$ cat src/rtl/trigger_info_reader.sv
// Trigger-info FIFO reader: pops 128-bit records, emits two 64-bit readout beats each, tracks trigger-number continuity.
// Optional type filter enabled by defining TRIG_TYPE_FILTER_EN (adds type_mask input and drop_cnt output).
module trigger_info_reader #(
    parameter logic [7:0] HDR_TAG   = 8'hA5,
    parameter int         ERR_CNT_W = 16
) (
    input  logic                 clk,
    input  logic                 rst,
    input  logic                 event_count_reset,
    input  logic [127:0]         fifo_data,
    input  logic                 fifo_valid,
    output logic                 fifo_ready,
    output logic [63:0]          out_data,
    output logic                 out_valid,
    output logic                 out_last,
    input  logic                 out_ready,
    output logic [31:0]          rec_cnt,
    output logic [ERR_CNT_W-1:0] seq_err_cnt,
`ifdef TRIG_TYPE_FILTER_EN
    input  logic [31:0]          type_mask,
    output logic [ERR_CNT_W-1:0] drop_cnt,
`endif
    output logic [2:0]           state
);

    // Handshakes: a FIFO word is consumed on a clock edge where fifo_valid & fifo_ready;
    // a readout beat is consumed on a clock edge where out_valid & out_ready. Beats hold while stalled.

    typedef enum logic [2:0] {
        S_IDLE  = 3'b001,
        S_BEAT0 = 3'b010,
        S_BEAT1 = 3'b100
    } state_t;

    state_t                state_q, state_d;
    logic                  fifo_ready_q, fifo_ready_d;
    logic [63:0]           out_data_q, out_data_d;
    logic                  out_valid_q, out_valid_d;
    logic                  out_last_q, out_last_d;
    logic [31:0]           rec_cnt_q, rec_cnt_d;
    logic [ERR_CNT_W-1:0]  seq_err_cnt_q, seq_err_cnt_d;
    logic [23:0]           expected_q, expected_d;
    logic [43:0]           ts_q, ts_d;
    logic [ERR_CNT_W-1:0]  drop_cnt_q, drop_cnt_d;

    logic [43:0]           rec_ts;
    logic [23:0]           rec_num;
    logic [4:0]            rec_type;
    logic                  seq_err;
    logic                  type_pass;
    logic                  pop;
    logic                  unused_hi_bits;

    assign rec_ts         = fifo_data[43:0];
    assign rec_num        = fifo_data[67:44];
    assign rec_type       = fifo_data[72:68];
    assign unused_hi_bits = ^fifo_data[127:73];
    assign seq_err        = (rec_num != expected_q);
    assign pop            = fifo_valid & fifo_ready_q;

`ifdef TRIG_TYPE_FILTER_EN
    assign type_pass = type_mask[rec_type];
    assign drop_cnt  = drop_cnt_q;
`else
    assign type_pass = 1'b1;
`endif

    always_comb begin
        state_d       = state_q;
        out_data_d    = out_data_q;
        out_valid_d   = out_valid_q;
        out_last_d    = out_last_q;
        rec_cnt_d     = rec_cnt_q;
        seq_err_cnt_d = seq_err_cnt_q;
        expected_d    = expected_q;
        ts_d          = ts_q;
        drop_cnt_d    = drop_cnt_q;

        case (state_q)
            S_IDLE: begin
                if (pop) begin
                    rec_cnt_d  = rec_cnt_q + 32'd1;
                    expected_d = rec_num + 24'd1;
                    ts_d       = rec_ts;
                    if (seq_err && (seq_err_cnt_q != {ERR_CNT_W{1'b1}})) begin
                        seq_err_cnt_d = seq_err_cnt_q + ERR_CNT_W'(1);
                    end
                    if (type_pass) begin
                        state_d     = S_BEAT0;
                        out_valid_d = 1'b1;
                        out_last_d  = 1'b0;
                        out_data_d  = {HDR_TAG, seq_err, 2'b00, rec_type, 24'd0, rec_num};
                    end else if (drop_cnt_q != {ERR_CNT_W{1'b1}}) begin
                        drop_cnt_d = drop_cnt_q + ERR_CNT_W'(1);
                    end
                end
            end
            S_BEAT0: begin
                if (out_ready) begin
                    state_d    = S_BEAT1;
                    out_data_d = {20'd0, ts_q};
                    out_last_d = 1'b1;
                end
            end
            S_BEAT1: begin
                if (out_ready) begin
                    state_d     = S_IDLE;
                    out_valid_d = 1'b0;
                    out_last_d  = 1'b0;
                    out_data_d  = 64'd0;
                end
            end
            default: begin
                state_d     = S_IDLE;
                out_valid_d = 1'b0;
                out_last_d  = 1'b0;
                out_data_d  = 64'd0;
            end
        endcase

        // A coincident pop compares against the old value above; the resync still wins here.
        if (event_count_reset) begin
            expected_d = 24'd1;
        end

        fifo_ready_d = (state_d == S_IDLE);
    end

    always_ff @(posedge clk or posedge rst) begin
        if (rst) begin
            state_q       <= S_IDLE;
            fifo_ready_q  <= 1'b1;
            out_data_q    <= 64'd0;
            out_valid_q   <= 1'b0;
            out_last_q    <= 1'b0;
            rec_cnt_q     <= 32'd0;
            seq_err_cnt_q <= '0;
            expected_q    <= 24'd1;
            ts_q          <= 44'd0;
            drop_cnt_q    <= '0;
        end else begin
            state_q       <= state_d;
            fifo_ready_q  <= fifo_ready_d;
            out_data_q    <= out_data_d;
            out_valid_q   <= out_valid_d;
            out_last_q    <= out_last_d;
            rec_cnt_q     <= rec_cnt_d;
            seq_err_cnt_q <= seq_err_cnt_d;
            expected_q    <= expected_d;
            ts_q          <= ts_d;
            drop_cnt_q    <= drop_cnt_d;
        end
    end

    assign fifo_ready  = fifo_ready_q;
    assign out_data    = out_data_q;
    assign out_valid   = out_valid_q;
    assign out_last    = out_last_q;
    assign rec_cnt     = rec_cnt_q;
    assign seq_err_cnt = seq_err_cnt_q;
    assign state       = state_q;

endmodule
$ cat config.mk
export PLATFORM = sky130hd
export DESIGN_NAME = trigger_info_reader
export DESIGN_NICKNAME = d
export VERILOG_FILES = /design/src/rtl/trigger_info_reader.sv
export SDC_FILE = /design/constraint.sdc
export NUM_CORES = 1
export LEC_CHECK = 0
export CAP_MARGIN = 0
export CELL_PAD_IN_SITES_DETAIL_PLACEMENT = 1
export CELL_PAD_IN_SITES_GLOBAL_PLACEMENT = 2
export CORE_MARGIN = 5
export CORE_UTILIZATION = 24
export CTS_CLUSTER_DIAMETER = 80
export DETAILED_ROUTE_END_ITERATION = 10
export PLACE_DENSITY_LB_ADDON = 0.12
export REMOVE_ABC_BUFFERS = 1
export SYNTH_ARGS = -nofsm -noshare
export SYNTH_HDL_FRONTEND = slang
export SYNTH_SLANG_ARGS = --single-unit
$ cat constraint.sdc
create_clock -name clk -period 7.7 [get_ports clk]
set_input_delay 1.54 -clock clk [delete_from_list [all_inputs] [get_ports clk]]
set_output_delay 1.54 -clock clk [all_outputs]
set_load 0.02 [all_outputs]
# --- After elaboration in Yosys (flattened, before gate mapping) ---
# Cells that the tools add are included.
totals:
  in_bits: 133
  word_cells: 48
  ff_bits: 186
  out_inout_bits: 118
op_classes:
  n_eq_ne: 9
  mux: 17
  n_bitwise: 2
  reduce_logical: 8
  n_addsub: 3
ops:
  columns: ["op", "count"]
  rows:
  - ["2-to-1 mux 64 bit", 3]
  - ["case mux 64 bit (3 select lines)", 1]
  - ["2-to-1 mux 24 bit", 3]
  - ["adder 32 x 1 -> 32 bit, second input constant", 1]
  - ["adder 24 x 1 -> 24 bit, second input constant", 1]
  - ["inequality test 24 bit", 1]
  - ["adder 16 x 1 -> 16 bit, second input constant", 1]
  - ["inequality test 16 bit, second input constant", 1]
  - ["2-to-1 mux 3 bit", 3]
  - ["case mux 3 bit (3 select lines)", 1]
  - ["AND reduction 3 bit", 3]
  - ["== test 3 x 1 -> 1 bit, second input constant", 2]
  - ["inequality test 2 bit, second input constant", 3]
  - ["case mux 1 bit (3 select lines)", 2]
  - ["2-to-1 mux 1 bit", 4]
  - ["AND reduction 2 bit", 2]
  - ["nonzero test 2 bit", 2]
  - ["== test 3 x 2 -> 1 bit, second input constant", 1]
  - ["== test 3 bit, second input constant", 1]
  - ["AND 1 bit", 1]
  - ["logical AND 1 bit", 1]
  - ["NOT 1 bit", 1]

# --- Longest topological paths before layout ---
# Gate-level depths: netlist of run 1.
depth:
  depth_word: 4
  depth_mapped: 7
  ltp_nobuf: 6

# --- Least setup slack after synthesis of run 1 ---
# No wires, ideal clock.
synth_timing:
  kind: "input to register"
  from: "in fifo_valid"
  to: "reg seq_err_cnt_q[15] (netlist: seq_err_cnt[15])"
  slack_ns: 4.550
  path_stages: 5
  arrival_ns: 3.023
  setup_time_ns: 0.128
  path_buffers: 0
  required_ns: 7.572
  path_cell_list: "nand4b_4 > or4_4 > or4_1 > a21oi_1 > mux2_1"
synth_between:
  elab_chain_cells: 2
synth_lines:
  columns: ["item", "line", "text"]
  rows:
  - ["from (decl)", "11", "input logic fifo_valid,"]
  - ["AND 1 bit", "59", "assign pop = fifo_valid & fifo_ready_q;"]
  - ["AND reduction 3 bit (no line)", null, null]
  - ["to (signal assigned)", "148", "seq_err_cnt_q <= seq_err_cnt_d;"]
  - ["to (decl)", "41", "logic [ERR_CNT_W-1:0] seq_err_cnt_q, seq_err_cnt_d;"]
# No other way between the ends.
# A chain may end at the register's enable or synchronous reset.

# --- Final worst setup path of run 1 ---
layout_timing:
  from: "in fifo_data[44]"
  to: "reg seq_err_cnt_q[12] (netlist: seq_err_cnt[12])"
layout_between:
  elab_chain_cells: 3
layout_lines:
  columns: ["item", "line", "text"]
  rows:
  - ["from (decl)", "10", "input logic [127:0] fifo_data,"]
  - ["inequality test 24 bit", "58", "assign seq_err = (rec_num != expected_q);"]
  - ["logical AND 1 bit", "85", "if (seq_err && (seq_err_cnt_q != {ERR_CNT_W{1'b1}})) begin"]
  - ["AND reduction 3 bit (no line)", null, null]
# No other way between the ends.

==> results.md, run 1 <==
* Post-Syn Area at 7910 um2
* Resized cells post-CTS at 0
* R2R depth at 5
* P&R area growth vs syn at 36.6%
* Most frequent cells in the layout: clkdlybuf4s50_1 (185), dfrtp_1 (170), nand2_1 (164), xnor2_1 (55), nor2_1 (38)
* GR Util met1 at 0.182
* DR vias at 6201
* Ant diodes at 0
* Simple-gate share of the synthesized area at 0.185
* CP arrival at ~4 ns
* Tightest Hold Check Type: flop to flop
* Gr busiest metal: met2
* Post CTS Setup Buffer Count at 0
* Die height at approximately 190 um
* Count of final hold-check violations at 0
* Root Driver: clkbuf_16
* PD cells at 330 nW/um2
* CP top delay family: simple AND/OR/NAND/NOR gates
* Starting Density at 0.243
* Sequential area share after synthesis at 0.548
* Worst reg2reg setup slack at 4.96 ns
* CTS Buf Count at 17
* Crit. End Element: flop
* Max VDD drop at 164 uV
* DR vias/cell at 4.47
* Gate Count Post-Synth at 767
* Hold EP: ts_q[35]$_DFFE_PP0P_
* Placement Cell Area at 10200 um2
* Largest net degree at the start of global routing at 71
* CP Cell Sequence: clkdlybuf4s50_1 > xnor2_1 > nand4_1 > nor4_4 > a2111oi_0 > xor2_1
* Synth Warn # at 0
* Post-route cell area at 10800 um2
* Final min period at around 3.8 ns
* TritonCTS clock tree: yes
* Final period utilization at 0.494
* Worst EP required at roughly 8.0 ns
* GPL Wtd Cong at 0.708
* Min-delay src: ts_q[35]$_DFFE_PP0P_
* Total Die Area at 36700 um2
* Worst-Skew Late Latency at 0.44 ns
* Final nets at 1068
* DRC at 0
* Initial antenna violation count at 2
* CP max FO at 17
* Worst-margin pin slew at 1.04 ns
* Ports at approximately 250
* GR Util met3 at 0.0462
* Status: complete, no violations
* Worst-case clock buffer depth at 2
* Number of synthesized register bits at 173
* Clock-pin slew on the worst setup and hold paths at 0.07 ns
* GR Overflow Total at 0
* Setup_tns at 0 ns
* Worst path max stage delay at 0.94 ns
* Fillers at 3667
* Synth Area in XOR/XNOR at 0.0975
* RSZ-0062 raised after global routing: no
* First-pass GRT wire length at between 30 and 40 mm
* Hold Slack at approximately 0.47 ns
* DRT iter0 DRCs at between 300 and 400
* IO buf count at 185
* CP bufs+invs at 1
* Clk sinks at ~170
* Average size of a mapped cell at 10.3 um2
* Detailed Place HPWL at roughly 16 mm
* Worst r2r src: state[0]$_DFF_PP1_
* FMAX at ~260 MHz
* Detailed Routing Iterations Pass 1 at 9
* DRT Wirelength at about 24 mm
* Multiplexer share of the synthesized area at 0.00285
* Share of layout cells above drive strength 1 at 0.0603
* Met2 Track Usage GR at 0.216
* Critical Path Source Type: input pin
* Synth Area in Compound Gates at 0.110
* Worst reg2reg endpoint: seq_err_cnt[12]$_DFFE_PP0P_
* CP max stage cell: nor4_4
* Post-route ant nets at 0
* Vias in the first global route at 6781
* Synth cell types at 52
* Die Wd at 192 um
* Hold path depth at 2
* H-tree depth at 4
* Synth Flop Type: dfrtp_1
* Max_slew headroom at 0.302
* Most common cell after layout, fill and taps aside: clkdlybuf4s50_1
* Final Setup Violations at 0
* Average wire per standard cell at 17.4 um
* Core area at about 33000 um2
* Gr usage total at 0.136
* Largest family of logic cells by synthesized area: simple AND/OR/NAND/NOR gates
* Final clock skew at 0.00996 ns
* Post-synthesis adder-cell area fraction at 0.00475
* Post-synth EDFFs at 0
* Final Max Slew Viols at 0
* Rows at 66
* Critical path class: input pin to flop
* Max-Cap Viols at 0
* Leak pwr at 0.00482 uW
* Number of hold buffers added after cts at 0
* Asr flop ratio synth at 1.00
## layout make-up
| class | count | area [um2] | area share |
|---|---|---|---|
| timing repair buffer | 194 | 1920 | 0.178 |
| inverter | 34 | 133 | 0.0123 |
| multi-input combinational | 512 | 3230 | 0.299 |
| clock inverter | 15 | 209 | 0.0193 |
| tap | 442 | 553 | 0.0512 |
| clock buffer | 17 | 425 | 0.0394 |
| sequential | 173 | 4330 | 0.401 |
## power by group
part | switching, uW | internal (uW) | leakage [uW] | total (uW)
registers | 205 | 1190 | 0.00227 | 1390
clock network | 405 | 549 | 0.000301 | 954
logic | 700 | 514 | 0.00225 | 1210
## worst reg2reg max path: cells and delay by family, from the launching register on
kind / cells / cell delay, ns
AO/OA/AOI/OAI: 1 / 0.63
XOR/XNOR: 1 / 0.12
flip-flops: 1 / 0.66
AND/OR/NAND/NOR: 3 / 1.19
## flip-flops by register name, indices dropped and copies added (netlist names)
name         cells
expected_q      24
fifo_ready       1
seq_err_cnt     16
ts_q            44
out_data        51
out_valid        1
out_last         1
rec_cnt         32
state            3
## per-stage QoR
stage | cells | setup slack (ns) | power (uW) | utilization
after detailed placement | 1355 | 3.40 | 2660 | 0.312
final | 1387 | 3.90 | 3560 | 0.332
after global routing | 1387 | 3.60 | 3820 | 0.332
after global placement | 1355 | 3.38 | 2640 | 0.312
after CTS | 1387 | 3.88 | 3640 | 0.332
after floorplan | 719 | 0.560 | 2070 | -
## metal layers
layer	up-vias	routed length, um
li1	2963	-
met1	3100	11200
met2	124	11300
met3	10	1460
met4	4	138
met5	-	32
## cells by family (layout without fill, tap and decap cells)
family | Yosys count | after routing
multiplexers | 2 | 2
other | 1 | 10
flip-flops | 173 | 173
adder cells (fa/ha/maj) | 3 | 3
AND/OR/NAND/NOR | 307 | 307
AO/OA/AOI/OAI | 102 | 102
buffers and inverters | 91 | 260
XOR/XNOR | 88 | 88
## cells in the mapped netlist, types with 8 or more instances
cell,n,area (um2)
nand2_1,165,619
buf_2,8,40.0
nand3_1,22,110
dfrtp_1,170,4250
xor2_1,33,289
buf_4,14,105
a222oi_1,24,240
nand4_1,24,150
a22o_1,25,219
and3_1,15,93.8
inv_1,34,128
and4_1,11,96.3
nor2_1,39,146
clkbuf_1,33,124
a211oi_1,27,203
xnor2_1,55,482
## worst max path at each step
stage / start / cells after the start / endpoint
2_1_floorplan: fifo_valid / 5 / seq_err_cnt[1]$_DFFE_PP0P_
3_3_place_gp: fifo_data[44] / 6 / seq_err_cnt[1]$_DFFE_PP0P_
3_5_place_dp: fifo_data[44] / 6 / seq_err_cnt[12]$_DFFE_PP0P_
4_1_cts: fifo_data[48] / 6 / seq_err_cnt[12]$_DFFE_PP0P_
5_1_grt: fifo_data[48] / 6 / seq_err_cnt[12]$_DFFE_PP0P_
6_report: fifo_data[44] / 6 / seq_err_cnt[12]$_DFFE_PP0P_
Note: power is estimated with default switching activity, not from simulation.
==> inputs of run 2 (changes only) <==
==> constraint.sdc (replaced) <==
create_clock -name clk -period 3.2 [get_ports clk]
set_input_delay 0.64 -clock clk [delete_from_list [all_inputs] [get_ports clk]]
set_output_delay 0.64 -clock clk [all_outputs]
set_load 0.02 [all_outputs]
==> run 2 against run 1 <==
  * Register-to-register slack lost 4.2 ns
  * Setup slack lost 3.2 ns
  * Non-clock buffer count grew 24
  * Sequential power grew 140%
  * Critical endpoint is now seq_err_cnt[15]$_DFFE_PP0P_
==> results.md, run 2 (synthesis results as in run 1) <==
* Root Driver: clkbuf_16
* Count of final hold-check violations at 0 (unchanged)
* DRC at 0 (unchanged)
* Detailed Place HPWL at 16.7 mm (+2.8%)
* Worst-case clock buffer depth at 2 (unchanged)
* Crit. End Element: flop
* Sw frac at 0.373 (+0.00575)
* Starting Density at 0.243 (unchanged)
* Final period utilization at 0.791
* Placement Cell Area at 10400 um2 (+2.3%)
* Post CTS Setup Buffer Count at 0 (unchanged)
* H-tree depth at 4 (unchanged)
* Max_slew headroom at 0.599 (+0.297)
* PD cells at 769 nW/um2 (+130%)
* Worst-margin pin slew at 0.601 ns (-0.438 ns)
* Switching power at 3150 uW (+140%)
* Core area at 32500 um2 (unchanged)
* CTS Buf Count at 17 (unchanged)
* Worst path max stage delay at 0.58 ns (-0.36 ns)
* Die Wd at 192 um (unchanged)
* Top layer in use: met5
* CP bufs+invs at 1 (unchanged)
* Status: complete, no violations
* Max-Cap Viols at 0 (unchanged)
* GPL Wtd Cong at 0.687 (-2.8%)
* Final Setup Violations at 0 (unchanged)
* TritonCTS clock tree: yes
* Resized cells post-CTS at 0 (unchanged)
* Total Die Area at 36700 um2 (unchanged)
* Rows at 66 (unchanged)
* CP Cell Sequence: clkdlybuf4s50_1 > nand4b_4 > or4_4 > or4_1 > a21oi_1 > mux2_1
* Worst-Skew Late Latency at 0.43 ns (about the same)
* Most common cell after layout, fill and taps aside: clkdlybuf4s50_1
* Worst EP required at 3.52 ns (-4.47 ns)
* P&R area growth vs syn at 38.7%
* Ant diodes at 0 (unchanged)
* CP arrival at 2.85 ns (-1.25 ns)
* Most frequent cells in the layout: clkdlybuf4s50_1 (185), dfrtp_1 (170), nand2_1 (164), xnor2_1 (55), nor2_1 (38)
* Gate power share at 0.359 (+0.018)
* Part of the power in the clock network at 0.246 (-0.022)
* Internal Dissipation at 5280 uW (+130%)
* WL met1 at 11.5 mm (+2.7%)
* Ports at 251 (unchanged)
* CP top delay family: simple AND/OR/NAND/NOR gates
* Final min period at between 2 and 3 ns
* Met2 routed WL at 11.5 mm (+2.1%)
* First-pass GRT wire length at 39.1 mm (-0.86%)
* DR vias/cell at 4.49 (+0.49%)
* Average wire per standard cell at 17.5 um (+0.56%)
* Gr usage total at 0.136 (-0.000442)
* DRT Wirelength at 24.7 mm (+2.3%)
* GR Overflow Total at 0 (unchanged)
* FMAX at slightly below 400 MHz
* Final Max Slew Viols at 0 (unchanged)
* Layout Utilization at 0.337 (+0.00504)
* Non-Filler Instances at 1411 (+1.7%)
* CP max stage cell: or4_4
* Inst Count DP at 1379 (+1.8%)
* Post-route ant nets at 0 (unchanged)
* Detailed Routing Iterations Pass 1 at 6 (-3)
* Max FFs per register at 51 (unchanged)
* Critical path class: input pin to flop
* Share of layout cells above drive strength 1 at 0.0826 (+0.0222)
* Die height at 192 um (unchanged)
* Post-route cell area at 11000 um2 (+1.5%)
* CP max FO at 4 (-13)
* Sequential share of power at 0.395 (+0.004)
* DRT iter0 DRCs at 348 (+13%)
* Leak pwr at 0.00492 uW (+2.2%)
* Largest net degree at the start of global routing at 123 (+73%)
* Met3 WL at 1.44 mm (-1.6%)
* Clk sinks at 173 (unchanged)
* IO buf count at 185 (unchanged)
* DR vias at 6339 (+2.2%)
* Final clock skew at 0.0111 ns (+0.00115 ns)
* Hold Slack at 0.473 ns (+0.0000650 ns)
* Number of hold buffers added after cts at 0 (unchanged)
* Vias in the first global route at 6740 (-0.60%)
* RSZ-0062 raised after global routing: no
* Critical Path Source Type: input pin
* Clock-pin slew on the worst setup and hold paths at 0.07 ns (about the same)
* Initial antenna violation count at 2 (unchanged)
* Final nets at 1092 (+2.2%)
* Tightest Hold Check Type: flop to flop
* Max VDD drop at 449 uV (+170%)
## run 2: through the flow
stage / setup TNS [ns] / power, uW / setup slack, ns
6_report: 0 / 8430 / 0.668
5_1_grt: 0 / 9030 / 0.609
4_1_cts: 0 / 8610 / 0.693
3_5_place_dp: 0 / 6480 / 0.230
3_3_place_gp: 0 / 6440 / 0.245
2_1_floorplan: -575.83 / 4990 / -3.09
## run 2: cell type report
class / count / area [um2]
fillers: 3678 / 21600
flip-flops and latches: 173 / 4330
multi-input cells: 512 / 3230
repair buffers: 218 / 2150
well taps: 442 / 553
clock buffers: 20 / 457
inverters: 34 / 133
clock inverters: 12 / 111
## run 2: per-layer routing
layer  vias up  GRT usage
li1       3006          -
met1      3184      0.182
met2       132      0.215
met3        13     0.0473
met4         4     0.0249
met5         -          0
## run 2: power groups by stage
stage                     Clock [uW]  Combinational, uW  Sequential, uW
after floorplan                    0               1310            3680
after global placement             0               3080            3360
after detailed placement           0               3110            3370
after CTS                       2160               3120            3330
after global routing            2250               3360            3420
final                           2080               3030            3330
## run 2: worst paths after layout
| kind | start | slack, ns | depth (start not counted) | endpoint |
|---|---|---|---|---|
| worst max-delay path | fifo_valid | 0.67 | 6 | seq_err_cnt[15]$_DFFE_PP0P_ |
| worst min-delay path | rec_cnt[31]$_DFFE_PP0P_ | 0.47 | 1 | rec_cnt[31]$_DFFE_PP0P_ |
| worst max register to register | state[0]$_DFF_PP1_ | 0.80 | 5 | seq_err_cnt[15]$_DFFE_PP0P_ |
| worst min register to register | rec_cnt[31]$_DFFE_PP0P_ | 0.47 | 1 | rec_cnt[31]$_DFFE_PP0P_ |
| max in group asynchronous | rst | 1.78 | 3 | expected_q[13]$_DFFE_PP0P_ |
| min in group asynchronous | rst | 0.64 | 2 | ts_q[36]$_DFFE_PP0P_ |
## run 2: worst reg2reg max path, stage by stage (launching register included)
cell and delay [ns]:
dfstp_2 0.65, nand4b_4 0.16, or4_4 0.58, or4_1 0.42
a21oi_1 0.15, mux2_1 0.34
==> inputs of run 3 (changes only) <==
==> constraint.sdc (replaced) <==
create_clock -name clk -period 2.44 [get_ports clk]
set_input_delay 0.488 -clock clk [delete_from_list [all_inputs] [get_ports clk]]
set_output_delay 0.488 -clock clk [all_outputs]
set_load 0.02 [all_outputs]
==> run 3 against run 2 <==
  * Clock power is 35% higher
  * Register-to-register slack worse by 0.62 ns
  * Cell count is 3.1% higher
  * Clock-buffer cell count shrank 1
  * Critical path type is now flop to primary output
  * Setup slack lost 0.49 ns
  * Combinational power up 38%
  * Sequential share of layout area down 1.5 points
  * Highest routed layer unchanged
  * Sequential cell count unchanged
  * First-iteration DRC count is 11% lower
==> results.md, run 3 (synthesis results as in run 1) <==
* Status: complete, no violations
* DRC at 0 (unchanged)
* CP max stage cell: clkdlybuf4s50_1
* Die height at 192 um (unchanged)
* First-pass GRT wire length at 39.6 mm (+1.2%)
* Sw frac at 0.366 (-0.00709)
* Vias in the first global route at 6910 (+2.5%)
* Detailed Routing Iterations Pass 1 at 5 (-1)
* R2R depth at 5 (unchanged)
* IO buf count at 185 (unchanged)
* Sequential share of power at 0.385 (-0.010)
* DRT iter0 DRCs at 311 (-11%)
* Critical Path Source Type: flop
* Most common cell after layout, fill and taps aside: clkdlybuf4s50_1
* CP max FO at 9 (+5)
* Die Wd at 192 um (unchanged)
* Final Setup Violations at 0 (unchanged)
* GPL Wtd Cong at 0.713 (+3.7%)
* Worst-Skew Late Latency at 0.45 ns (+0.02 ns)
* Fillers at 3668 (-0.27%)
* Non-Filler Instances at 1455 (+3.1%)
* Leak pwr at 0.00518 uW (+5.3%)
* Max_slew headroom at 0.641 (+0.0419)
* CP Cell Sequence: buf_4 > clkdlybuf4s50_1
* Share of layout cells above drive strength 1 at 0.123 (+0.0408)
* Number of hold buffers added after cts at 0 (unchanged)
* RSZ-0062 raised after global routing: no
* Worst EP required at 1.95 ns (-1.57 ns)
* Ports at 251 (unchanged)
* Initial antenna violation count at 2 (unchanged)
* Max VDD drop at 495 uV (+10%)
* Clk sinks at 173 (unchanged)
* Largest net degree at the start of global routing at 110 (-11%)
* Clock-pin slew on the worst setup and hold paths at 0.07 ns (about the same)
* P&R area growth vs syn at 44.2%
* Gr usage total at 0.138 (+0.00189)
* Post CTS Setup Buffer Count at 0 (unchanged)
* Final min period at between 2 and 2.5 ns
* Tightest Hold Check Type: input pin to asynchronous set/reset pin
* Resized cells post-CTS at 0 (unchanged)
* Worst-margin pin slew at 0.525 ns (-0.0765 ns)
* Final clock skew at 0.00922 ns (-0.00189 ns)
* Count of final hold-check violations at 0 (unchanged)
* Final Max Slew Viols at 0 (unchanged)
* TritonCTS clock tree: yes
* Final nets at 1136 (+4.0%)
* DRT Wirelength at 24.9 mm (+1.1%)
* GR Overflow Total at 0 (unchanged)
* Critical path class: flop to primary output
* Internal Dissipation at 7190 uW (+36%)
* Most frequent cells in the layout: clkdlybuf4s50_1 (185), dfrtp_1 (170), nand2_1 (164), buf_4 (66), xnor2_1 (55)
* Root Driver: clkbuf_16
* Starting Density at 0.243 (unchanged)
* Crit. End Element: primary output
* Worst-case clock buffer depth at 2 (unchanged)
* DR vias/cell at 4.39 (-2.3%)
* Max FFs per register at 51 (unchanged)
* Setup_tns at 0 ns (unchanged)
* PD cells at 995 nW/um2 (+29%)
* DR vias at 6388 (+0.77%)
* Gate power share at 0.367 (+0.008)
* Max-Cap Viols at 0 (unchanged)
* CP arrival at 1.78 ns (-1.07 ns)
* FMAX at 442 MHz
* Inst Count DP at 1423 (+3.2%)
* Detailed Place HPWL at 17.4 mm (+3.7%)
* Ant diodes at 0 (unchanged)
* Final period utilization at 0.928
* Rows at 66 (unchanged)
* Worst reg2reg endpoint: seq_err_cnt[15]$_DFFE_PP0P_
* Part of the power in the clock network at 0.248 (+0.002)
* Worst path max stage delay at 0.62 ns (+0.04 ns)
* H-tree depth at 4 (unchanged)
* Worst reg2reg setup slack at 0.18 ns (-0.62 ns)
* Post-route ant nets at 0 (unchanged)
* Switching power at 4160 uW (+32%)
* CTS Buf Count at 17 (unchanged)
* Average wire per standard cell at 17.1 um (-2.0%)
* Total Die Area at 36700 um2 (unchanged)
* Core area at 32500 um2 (unchanged)
* Worst r2r src: fifo_ready$_DFF_PP1_
## run 3: cell count changes in the layout (fill, tap and decap cells not counted), sizes merged
| cell | delta |
|---|---|
| inv | +1 |
| clkbuf | -1 |
| buf | +44 |
| bufinv | +1 |
| clkinv | -1 |
## run 3: worst max-delay path by stage
| stage | start | to | slack [ns] | depth (start not counted) |
|---|---|---|---|---|
| after CTS | state[0]$_DFF_PP1_ | state[0] | 0.14 | 2 |
| after global placement | fifo_valid | seq_err_cnt[15]$_DFFE_PP0P_ | -0.26 | 6 |
| after global routing | fifo_ready$_DFF_PP1_ | seq_err_cnt[15]$_DFFE_PP0P_ | 0.08 | 5 |
| after floorplan | state[0]$_DFF_PP1_ | seq_err_cnt[1]$_DFFE_PP0P_ | -3.85 | 5 |
| final | state[0]$_DFF_PP1_ | state[0] | 0.18 | 2 |
| after detailed placement | fifo_valid | seq_err_cnt[15]$_DFFE_PP0P_ | -0.28 | 6 |
## run 3: cell type report
class / count / area, um2 / share of cell area
repair buffers: 262 / 2570 / 0.225
inverters: 34 / 133 / 0.0116
multi-input cells: 512 / 3230 / 0.283
clock inverters: 13 / 138 / 0.0121
well taps: 442 / 553 / 0.0485
flip-flops and latches: 173 / 4330 / 0.380
clock buffers: 19 / 453 / 0.0397
## run 3: power groups by stage
stage | clock network [uW] | logic [uW] | registers (uW)
after CTS | 2940 | 4300 | 4380
after floorplan | 0 | 1720 | 4820
after global routing | 3040 | 4630 | 4500
after global placement | 0 | 4240 | 4410
final | 2810 | 4170 | 4370
after detailed placement | 0 | 4280 | 4430
## run 3: through the flow
stage	worst slack (ns)	total power [uW]	hold slack, ns	area (um2)	util
2_1_floorplan	-3.85	6540	0.447	7660	-
3_3_place_gp	-0.258	8640	0.459	10800	0.332
3_5_place_dp	-0.278	8710	0.463	10800	0.332
4_1_cts	0.136	11600	0.305	11400	0.351
5_1_grt	0.0850	12200	0.317	11400	0.351
6_report	0.176	11400	0.321	11400	0.351
## run 3: worst max-delay path: cells and delay by family (launching register included)
kind,cells,cell delay (ns)
buf+inv,2,0.78
flops,1,0.55
## run 3: routing by layer
| layer | up-vias | GRT usage | part of all wire |
|---|---|---|---|
| met4 | 4 | 0.0414 | 0.013 |
| met3 | 20 | 0.0404 | 0.056 |
| met5 | - | 0 | 0.0014 |
| li1 | 3095 | - | - |
| met1 | 3149 | 0.184 | 0.46 |
| met2 | 120 | 0.217 | 0.47 |
